--- config.mk ---
export PLATFORM = sky130hd
export DESIGN_NAME = pipeline_ctrl
export DESIGN_NICKNAME = d
export VERILOG_FILES = /design/src/rtl/pipeline_ctrl.sv
export SDC_FILE = /design/constraint.sdc
export NUM_CORES = 1
export LEC_CHECK = 0
export CAP_MARGIN = 20
export CORE_AREA = 10 10 105 130
export CTS_CLUSTER_SIZE = 20
export DETAILED_ROUTE_END_ITERATION = 16
export DIE_AREA = 0 0 115 140
export PLACE_DENSITY_LB_ADDON = 0.08
export SLEW_MARGIN = 20
export SYNTH_ARGS = -nofsm -noshare
export SYNTH_HDL_FRONTEND = slang
export SYNTH_SLANG_ARGS = --single-unit
--- constraint.sdc ---
create_clock -name clk -period 3.6 [get_ports clk]
set_clock_uncertainty 0.15 [all_clocks]
set_input_delay 0.9 -clock clk [delete_from_list [all_inputs] [get_ports clk]]
set_output_delay 0.9 -clock clk [all_outputs]
set_load 0.02 [all_outputs]
--- src/rtl/pipeline_ctrl.sv ---
// Pipeline controller: stall/flush generation, exception/interrupt/return sequencing
// and the control-register file (CR0..CR6) read/written from the MEM stage.
module pipeline_ctrl (
    input  logic        clk,
    input  logic        reset,
    input  logic        if_busy,
    input  logic        mem_busy,
    input  logic        ld_hazard,
    input  logic [7:0]  irq,
    input  logic        mem_en,
    input  logic [29:0] mem_pc,
    input  logic        mem_br_flag,
    input  logic [1:0]  mem_ctrl_op,
    input  logic [2:0]  mem_exp_code,
    input  logic [4:0]  mem_dst_addr,
    input  logic [31:0] mem_out,
    input  logic [4:0]  creg_rd_addr,
    output logic [31:0] creg_rd_data,
    output logic        exe_mode,
    output logic        int_detect,
    output logic        if_stall,
    output logic        id_stall,
    output logic        ex_stall,
    output logic        mem_stall,
    output logic        if_flush,
    output logic        id_flush,
    output logic        ex_flush,
    output logic        mem_flush,
    output logic [29:0] new_pc
);

    typedef enum logic [1:0] {
        OP_NOP  = 2'd0,
        OP_WRCR = 2'd1,
        OP_EXRT = 2'd2
    } ctrl_op_t;

    typedef enum logic [4:0] {
        CR_STATUS     = 5'd0,
        CR_PRE_STATUS = 5'd1,
        CR_EPC        = 5'd2,
        CR_EXP_VECTOR = 5'd3,
        CR_CAUSE      = 5'd4,
        CR_INT_MASK   = 5'd5,
        CR_IRQ        = 5'd6
    } creg_addr_t;

    typedef enum logic [1:0] {
        EV_NONE,
        EV_EXP,
        EV_RET,
        EV_WRCR
    } event_t;

    logic [1:0]  status;      // {int_en, mode}
    logic [1:0]  pre_status;
    logic [29:0] epc;
    logic [29:0] exp_vector;
    logic [3:0]  cause;       // {dly, code}
    logic [7:0]  int_mask;

    logic        stall;
    logic        flush;
    event_t      ev;
    logic [2:0]  exp_code;

    assign stall      = if_busy | mem_busy;
    assign if_stall   = stall | ld_hazard;
    assign id_stall   = stall;
    assign ex_stall   = stall;
    assign mem_stall  = stall;

    assign exe_mode   = status[0];
    assign int_detect = status[1] & (|(irq & ~int_mask));

    always_comb begin
        ev       = EV_NONE;
        exp_code = mem_exp_code;
        if (mem_en) begin
            if (mem_exp_code != '0) begin
                ev = EV_EXP;
            end else if (int_detect) begin
                ev       = EV_EXP;
                exp_code = 3'd1;
            end else if (mem_ctrl_op == OP_EXRT) begin
                ev = EV_RET;
            end else if (mem_ctrl_op == OP_WRCR) begin
                ev = EV_WRCR;
            end
        end
    end

    // Flushes are forced low while reset is held, including the load-use flush.
    assign flush     = ((ev == EV_EXP) || (ev == EV_RET)) && !stall && !reset;
    assign if_flush  = flush;
    assign id_flush  = (flush | ld_hazard) & ~reset;
    assign ex_flush  = flush;
    assign mem_flush = flush;

    always_comb begin
        case (ev)
            EV_EXP:  new_pc = exp_vector;
            EV_RET:  new_pc = epc;
            default: new_pc = '0;
        endcase
    end

    always_comb begin
        case (creg_rd_addr)
            CR_STATUS:     creg_rd_data = {30'd0, status};
            CR_PRE_STATUS: creg_rd_data = {30'd0, pre_status};
            CR_EPC:        creg_rd_data = {epc, 2'b00};
            CR_EXP_VECTOR: creg_rd_data = {exp_vector, 2'b00};
            CR_CAUSE:      creg_rd_data = {28'd0, cause};
            CR_INT_MASK:   creg_rd_data = {24'd0, int_mask};
            CR_IRQ:        creg_rd_data = {24'd0, irq};
            default:       creg_rd_data = '0;
        endcase
    end

    always_ff @(posedge clk or posedge reset) begin
        if (reset) begin
            status     <= '0;
            pre_status <= '0;
            epc        <= '0;
            exp_vector <= '0;
            cause      <= '0;
            int_mask   <= '1;
        end else if (!stall) begin
            case (ev)
                EV_EXP: begin
                    pre_status <= status;
                    status     <= 2'b00;
                    epc        <= mem_pc;
                    cause      <= {mem_br_flag, exp_code};
                end
                EV_RET: begin
                    status <= pre_status;
                end
                EV_WRCR: begin
                    case (mem_dst_addr)
                        CR_STATUS:     status     <= mem_out[1:0];
                        CR_PRE_STATUS: pre_status <= mem_out[1:0];
                        CR_EPC:        epc        <= mem_out[31:2];
                        CR_EXP_VECTOR: exp_vector <= mem_out[31:2];
                        CR_CAUSE:      cause      <= mem_out[3:0];
                        CR_INT_MASK:   int_mask   <= mem_out[7:0];
                        default:       ;
                    endcase
                end
                default: ;
            endcase
        end
    end

endmodule

==> metrics.md, run 1 <==
| Metric | Value |
|---|---|
| Largest net degree at the start of global routing | `77` |
| Post-DRT Antenna Nets | `0` |
| Reg2Reg Launch Point | `int_mask[5]` |
| Dpl hpwl | `11,400 um` |
| CTS Root Cell | `clkbuf_16` |
| Area growth syn-to-layout | `71.9%` |
| Leak | `3.33 nW` |
| FF-to-FF End | `exp_vector[15]` |
| Max-Slew Margin vs Limit | `0.338` |
| R2R depth | `11` |
| Overall routing resource usage | `0.194` |
| Initial antenna violation count | `0` |
| Clk_lat worst skew | `0.33 ns` |
| Top cell type's share of synthesized area | `0.383` |
| GRT overflow | `0` |
| Top delay family on crit path | `compound AO/OA/AOI/OAI gates` |
| Crit-path max cell delay | `0.39 ns` |
| Gp weighted congestion | `0.805` |
| Nets | `around 740` |
| VDD IR max | `approximately 0.00023 V` |
| Layout cells sized above 1 | `0.479` |
| CTS H-tree depth | `3` |
| Met3 Routed Length | `about 940 um` |
| Final Power | `2.41 mW` |
| Fillers | `844` |
| Num CTS Buffers | `9` |
| Vias in the first global route | `between 4,000 and 5,000` |
| Synth Net Count | `roughly 530` |
| Max Freq | `261 MHz` |
| Drt first pass iters | `4` |
| Die Ht | `140 um` |
| Area contributors post-synth | `dfrtp_1 (38%), mux2_2 (9.4%), mux2i_1 (8.6%)` |
| IO Pins | `164` |
| Cell Area, Synth | `0.00444 sq mm` |
| Top-count cell post-synth | `dfrtp_1` |
| Initial core utilization | `0.400` |
| List of most frequent post-synthesis cells | `dfrtp_1 (68), nand2_1 (39), mux2i_1 (38), mux2_2 (37), nor2_1 (35)` |
| Worst Max-Slew Pin Slew | `0.993 ns` |
| Worst setup SP type | `input pin` |
| Critical path class | `input pin to output port` |
| Antenna diode count | `0` |
| CTS max path bufs | `2` |
| Gate Count Post-Synth | `between 400 and 500` |
| DR vias/cell | `5.50` |
| Failing checks | `negative setup slack` |
| Setup slack, reg-to-reg | `0.39 ns` |
| Cell Pwr Density | `316 mW/mm^2` |
| Final setup viols | `34` |
| Post-Syn Area per Cell | `10.3 sq um` |
| Flops & latches, synth | `76` |
| WP data arrival | `2.78 ns` |
| Core area | `0.0111 sq mm` |
| Area leader, netlist | `dfrtp_1` |
| Crit Path Max Fanout | `4` |
| Port bufs | `roughly 160` |
| RSZ-0062 raised after global routing | `true` |
| Area of the multi-input gates | `0.00284 sq mm` |
| Period utilization | `1.06` |
| Die area | `0.0161 sq mm` |
| Top_reg_cell synth | `dfrtp_1` |
| Seq/Total Area, Yosys | `0.431` |
| Uppermost routed layer | `met4` |
| Via count | `4,303` |
| Wl on met1 | `approximately 6700 um` |
| Rows | `43` |
| Hold EP | `cause[2]` |
| # DRC | `0` |
| Hold Startpoint | `cause[2]` |
| First-pass GRT wire length | `25,400 um` |
| Min Tclk post-route | `between 3 and 4 ns` |
| Max Slew Vio Count | `0` |
| Buf/Inv on CP | `3` |
| Iter 0 DRT Violations | `174` |
| Final setup margin | `-0.228 ns` |
| Storage element area | `0.00191 sq mm` |
| Async SR Flop Fraction | `1.00` |
| CTS Sinks | `76` |
| Min Hold Slack | `between 0.3 and 0.4 ns` |
| Worst hold stages | `1` |
| Post-synth EDFFs | `0` |
| Critical path, cell by cell | `buf_8 -> nand2b_4 -> o2111ai_4 -> o31a_1 -> or3_4 -> ha_4 -> buf_12 -> nor3_4 -> a21o_1 -> buf_6` |
| Maxcap violations | `0` |
| Synthesis warning total | `0` |
| TritonCTS clock tree | `built` |
| WL final | `between 15,000 and 20,000 um` |
| Unique cell type count in the Yosys netlist | `45` |
| Status | `finished, violations left` |
| Final hold violation count | `0` |
| Post-DR wirelength/cell | `20.9 um` |
| Req. time, crit path | `between 2 and 3 ns` |
| Hold Path Class | `flop to flop` |
| Die Span X | `115 um` |
| Worst setup EP type | `output port` |
| CTS clk-pin slew, worst paths | `0.06 ns` |
| Metal2 WL | `between 8000 and 9000 um` |
| CP max stage cell | `or3_4` |
power breakdown:
part	switching [mW]	internal, mW
Sequential	0.0697	0.930
Clock	0.353	0.608
Combinational	0.209	0.241
repair_timing:
action / 4_1_cts / 5_1_grt
setup endpoints to repair: 67 / 65
gates cloned: 2 / 2
buffers inserted: 10 / 6
gates resized for setup: 426 / 58
pin swaps: 18 / 19
hold buffers: 0 / 0
per-stage QoR:
step	TNS (ns)	utilization	setup slack [ns]	cells	area [sq um]
2_1_floorplan	-0.0476	-	-0.0275	431	4570
3_3_place_gp	-65.11	0.611	-1.06	748	6770
5_1_grt	-7.09	0.688	-0.260	782	7630
4_1_cts	-7.76	0.667	-0.293	776	7390
6_report	-5.62	0.688	-0.228	782	7630
3_5_place_dp	-69.76	0.611	-1.10	748	6770
kinds of logic (layout without fill, tap and decap cells):
logic type / count (synthesis) / after routing / share of synthesized area
AOI/OAI and AO/OA: 120 / 120 / 0.197
adders and majority gates: 5 / 5 / 0.0141
buffers and inverters: 47 / 263 / 0.0468
DFF: 76 / 76 / 0.431
and+or+nand+nor: 100 / 100 / 0.104
muxes: 83 / 83 / 0.207
sequential cells by signal, summed over array words and instances, names as in the netlist:
name        flops
exp_vector     30
status          2
pre_status      2
cause           4
int_mask        8
epc            30
metal layers:
metal | global-route usage | vias to the layer above
li1 | - | 2021
met2 | 0.340 | 127
met1 | 0.231 | 2141
met5 | 0 | -
met4 | 0.0477 | 0
met3 | 0.0470 | 14
final cells by class:
| type | instances | share of cell area |
|---|---|---|
| multi-input cells | 308 | 0.372 |
| repair buffers | 236 | 0.307 |
| flip-flops and latches | 76 | 0.251 |
| clock buffers | 10 | 0.0300 |
| well taps | 135 | 0.0221 |
| clock inverters | 6 | 0.0116 |
| inverters | 11 | 0.00623 |
cell usage in the layout, fill, tap and decap left out, types with 3 or more instances in the layout:
master,count
a221o_1,6
a22o_1,29
a22oi_2,29
buf_12,14
buf_2,24
buf_4,55
buf_6,47
clkbuf_16,10
clkbuf_2,3
clkdlybuf4s50_1,80
clkinvlp_4,3
dfrtp_1,68
dfstp_2,8
dlygate4sd2_1,3
dlymetal6s2s_1,5
ha_4,3
inv_1,5
inv_2,4
mux2_2,37
mux2_4,8
mux2i_1,38
nand2_1,38
nand2b_4,3
nor2_1,3
nor2_2,12
nor2_4,21
nor3_4,4
o21ai_0,32
o31ai_1,3
how the worst max path moves through the flow:
stage / startpoint / to / slack, ns / cells past startpoint
3_5_place_dp: irq[3] / new_pc[1] / -1.10 / 10
5_1_grt: irq[5] / new_pc[24] / -0.26 / 10
2_1_floorplan: irq[3] / id_flush / -0.03 / 7
6_report: irq[5] / id_flush / -0.23 / 10
4_1_cts: irq[3] / ex_flush / -0.29 / 10
3_3_place_gp: irq[3] / new_pc[18] / -1.06 / 10
Power figures use the tool's default switching activity.
==> run 2, diff against run 1 <==
--- a/config.mk
+++ b/config.mk
@@ -11,6 +11,7 @@
 export DETAILED_ROUTE_END_ITERATION = 16
 export DIE_AREA = 0 0 115 140
 export PLACE_DENSITY_LB_ADDON = 0.08
+export RECOVER_POWER = 50
 export SLEW_MARGIN = 20
 export SYNTH_ARGS = -nofsm -noshare
 export SYNTH_HDL_FRONTEND = slang
==> run 2 against run 1 <==
  * The run ends with max-capacitance violations, max-slew violations, negative setup slack left
  * Global-route usage unchanged
  * Critical path depth did not move
  * Core utilization hardly changed
  * Register-to-register slack got worse by 0.06 ns
  * Combinational power barely moved
  * Via count decreased by 0.44%
  * Flip-flop and latch count unchanged
  * Sequential power about the same
  * Maximum frequency grew 0.19%
  * Hold slack hardly changed
  * First-iteration DRC count shrank 0.57%
  * Total power about the same
  * Critical endpoint unchanged
  * Largest cell class unchanged
  * Largest power group unchanged
==> metrics.md, run 2 (synthesized netlist as in run 1, its figures left out) <==
| Metric | Value |
|---|---|
| Status | `finished, violations left (unchanged)` |
| Failing checks | `max-capacitance violations, max-slew violations, negative setup slack (was negative setup slack)` |
| Reg2Reg Launch Point | `int_mask[5] (unchanged)` |
| R2R depth | `11 (unchanged)` |
| Gp weighted congestion | `0.805 (unchanged)` |
| Req. time, crit path | `2.55 ns (about the same)` |
| Cell Pwr Density | `316 mW/mm^2 (about the same)` |
| # DRC | `0 (unchanged)` |
| Critical path class | `input pin to output port (unchanged)` |
| Die Ht | `140 um (unchanged)` |
| Antenna diode count | `0 (unchanged)` |
| RSZ-0062 raised after global routing | `true (unchanged)` |
| FF-to-FF End | `exp_vector[15] (unchanged)` |
| Final hold violation count | `0 (unchanged)` |
| CTS clk-pin slew, worst paths | `0.06 ns (about the same)` |
| Post-DR wirelength/cell | `20.9 um (about the same)` |
| Hold EP | `cause[2] (unchanged)` |
| CTS Root Cell | `clkbuf_16 (unchanged)` |
| Hold Startpoint | `cause[2] (unchanged)` |
| Final setup margin | `-0.221 ns (was -0.228 ns)` |
| Buf/Inv on CP | `3 (unchanged)` |
| Overall routing resource usage | `0.194 (unchanged)` |
| Die Span X | `115 um (unchanged)` |
| Initial antenna violation count | `0 (unchanged)` |
| Setup TNS | `-5.35 ns (was -5.62 ns)` |
| Largest net degree at the start of global routing | `77 (unchanged)` |
| WP data arrival | `2.77 ns (was 2.78 ns)` |
| Layout cells sized above 1 | `0.478 (was 0.479)` |
| Area after DPL | `0.00677 sq mm (unchanged)` |
| Drt first pass iters | `4 (unchanged)` |
| Fin area | `0.00762 sq mm (was 0.00763 sq mm)` |
| Setup slack, reg-to-reg | `0.33 ns (was 0.39 ns)` |
| Worst hold stages | `1 (unchanged)` |
| Crit Path Max Fanout | `4 (unchanged)` |
| Clk_lat worst skew | `0.33 ns (about the same)` |
| IO Pins | `164 (unchanged)` |
| GRT overflow | `0 (unchanged)` |
| Worst Max-Slew Pin Slew | `1.94 ns (was 0.993 ns)` |
| Vias in the first global route | `4,677 (unchanged)` |
| CTS Sinks | `76 (unchanged)` |
| Nets | `739 (unchanged)` |
| Dpl hpwl | `11,400 um (unchanged)` |
| CTS max path bufs | `2 (unchanged)` |
| Period utilization | `1.06 (about the same)` |
| DR vias/cell | `5.48 (was 5.50)` |
| Via count | `4,284 (was 4,303)` |
| Worst setup SP type | `input pin (unchanged)` |
| CP max stage cell | `or3_4 (unchanged)` |
| Area growth syn-to-layout | `71.8% (was 71.9%)` |
| Crit-path max cell delay | `0.38 ns (was 0.39 ns)` |
| Top delay family on crit path | `compound AO/OA/AOI/OAI gates (unchanged)` |
| Most frequent cells in the layout | `clkdlybuf4s50_1 (78), dfrtp_1 (68), buf_4 (54) (was clkdlybuf4s50_1 (80), dfrtp_1 (68), buf_4 (55))` |
| Num CTS Buffers | `9 (unchanged)` |
| Port bufs | `163 (unchanged)` |
| WP depth | `10 (unchanged)` |
| Iter 0 DRT Violations | `173 (was 174)` |
| Core area | `0.0111 sq mm (unchanged)` |
| Die area | `0.0161 sq mm (unchanged)` |
| CTS H-tree depth | `3 (unchanged)` |
| First-pass GRT wire length | `25,400 um (unchanged)` |
| Max Slew Vio Count | `77 (was 0)` |
| Max Freq | `262 MHz (was 261 MHz)` |
| Initial core utilization | `0.400 (unchanged)` |
| Leak | `3.33 nW (about the same)` |
| Min Tclk post-route | `3.82 ns (was 3.83 ns)` |
| Max-Slew Margin vs Limit | `-0.291 (was 0.338)` |
| Maxcap violations | `1 (was 0)` |
| Worst setup EP type | `output port (unchanged)` |
| Top flop regs | `epc x30, exp_vector x30, int_mask x8 (unchanged)` |
| WL final | `16,300 um (was 16,400 um)` |
| Hold Path Class | `flop to flop (unchanged)` |
| Commonest non-fill, non-tap cell in the layout | `clkdlybuf4s50_1 (unchanged)` |
| Final setup viols | `34 (unchanged)` |
| VDD IR max | `0.000228 V (about the same)` |
| TritonCTS clock tree | `built (unchanged)` |
| Critical path, cell by cell | `buf_8 -> nand2b_4 -> o2111ai_4 -> o31a_1 -> or3_4 -> ha_4 -> buf_12 -> nor3_4 -> a21o_1 -> buf_6 (unchanged)` |
| Post-DRT Antenna Nets | `0 (unchanged)` |
| Hold-fix buffers, CTS | `0 (unchanged)` |
| Rows | `43 (unchanged)` |
run 2: what timing repair did:
action,4_1_cts,5_1_grt
setup buffers,10,6
endpoints found under the setup margin,67,65
gates cloned,2,2
resized for setup,426,58
pin swaps,18,19
run 2: worst reg2reg max path, delay by kind of cell (launching register included):
family | cells | cell delay (ns)
buf+inv | 4 | 0.70
mux | 1 | 0.37
fa+ha+maj | 1 | 0.24
simple gates | 2 | 0.31
compound gates | 3 | 0.85
flops | 1 | 0.53
run 2: worst max-delay path by stage:
stage	start	endpoint	slack, ns
final	irq[5]	id_flush	-0.22
after global routing	irq[5]	id_flush	-0.26
after CTS	irq[3]	ex_flush	-0.29
after detailed placement	irq[3]	new_pc[1]	-1.10
after global placement	irq[3]	new_pc[18]	-1.06
after floorplan	irq[3]	id_flush	-0.03
run 2: power by group:
part	internal, mW	switching (mW)
Sequential	0.930	0.0696
Clock	0.608	0.353
Combinational	0.241	0.209
run 2: final cells by class:
| class | instances | area [sq um] |
|---|---|---|
| multi-input combinational | 308 | 2840 |
| tap | 135 | 169 |
| fill | 846 | 3460 |
| clock inverter | 6 | 88.8 |
| sequential | 76 | 1910 |
| inverter | 11 | 47.5 |
| timing repair buffer | 236 | 2340 |
| clock buffer | 10 | 229 |
run 2: metal layers:
metal,share of wire,global-route usage
met1,0.41,0.231
met2,0.52,0.340
met3,0.058,0.0470
met4,0.010,0.0477
met5,0,0
run 2: metrics by stage:
stage | power, mW | setup WS, ns | std cells | utilization | hold WS, ns
after detailed placement | 1.40 | -1.10 | 748 | 0.611 | 0.347
final | 2.41 | -0.221 | 782 | 0.688 | 0.358
after global placement | 1.39 | -1.06 | 748 | 0.611 | 0.336
after global routing | 2.51 | -0.260 | 782 | 0.688 | 0.386
after CTS | 2.41 | -0.293 | 776 | 0.667 | 0.363
after floorplan | 1.16 | -0.0275 | 431 | - | 0.322
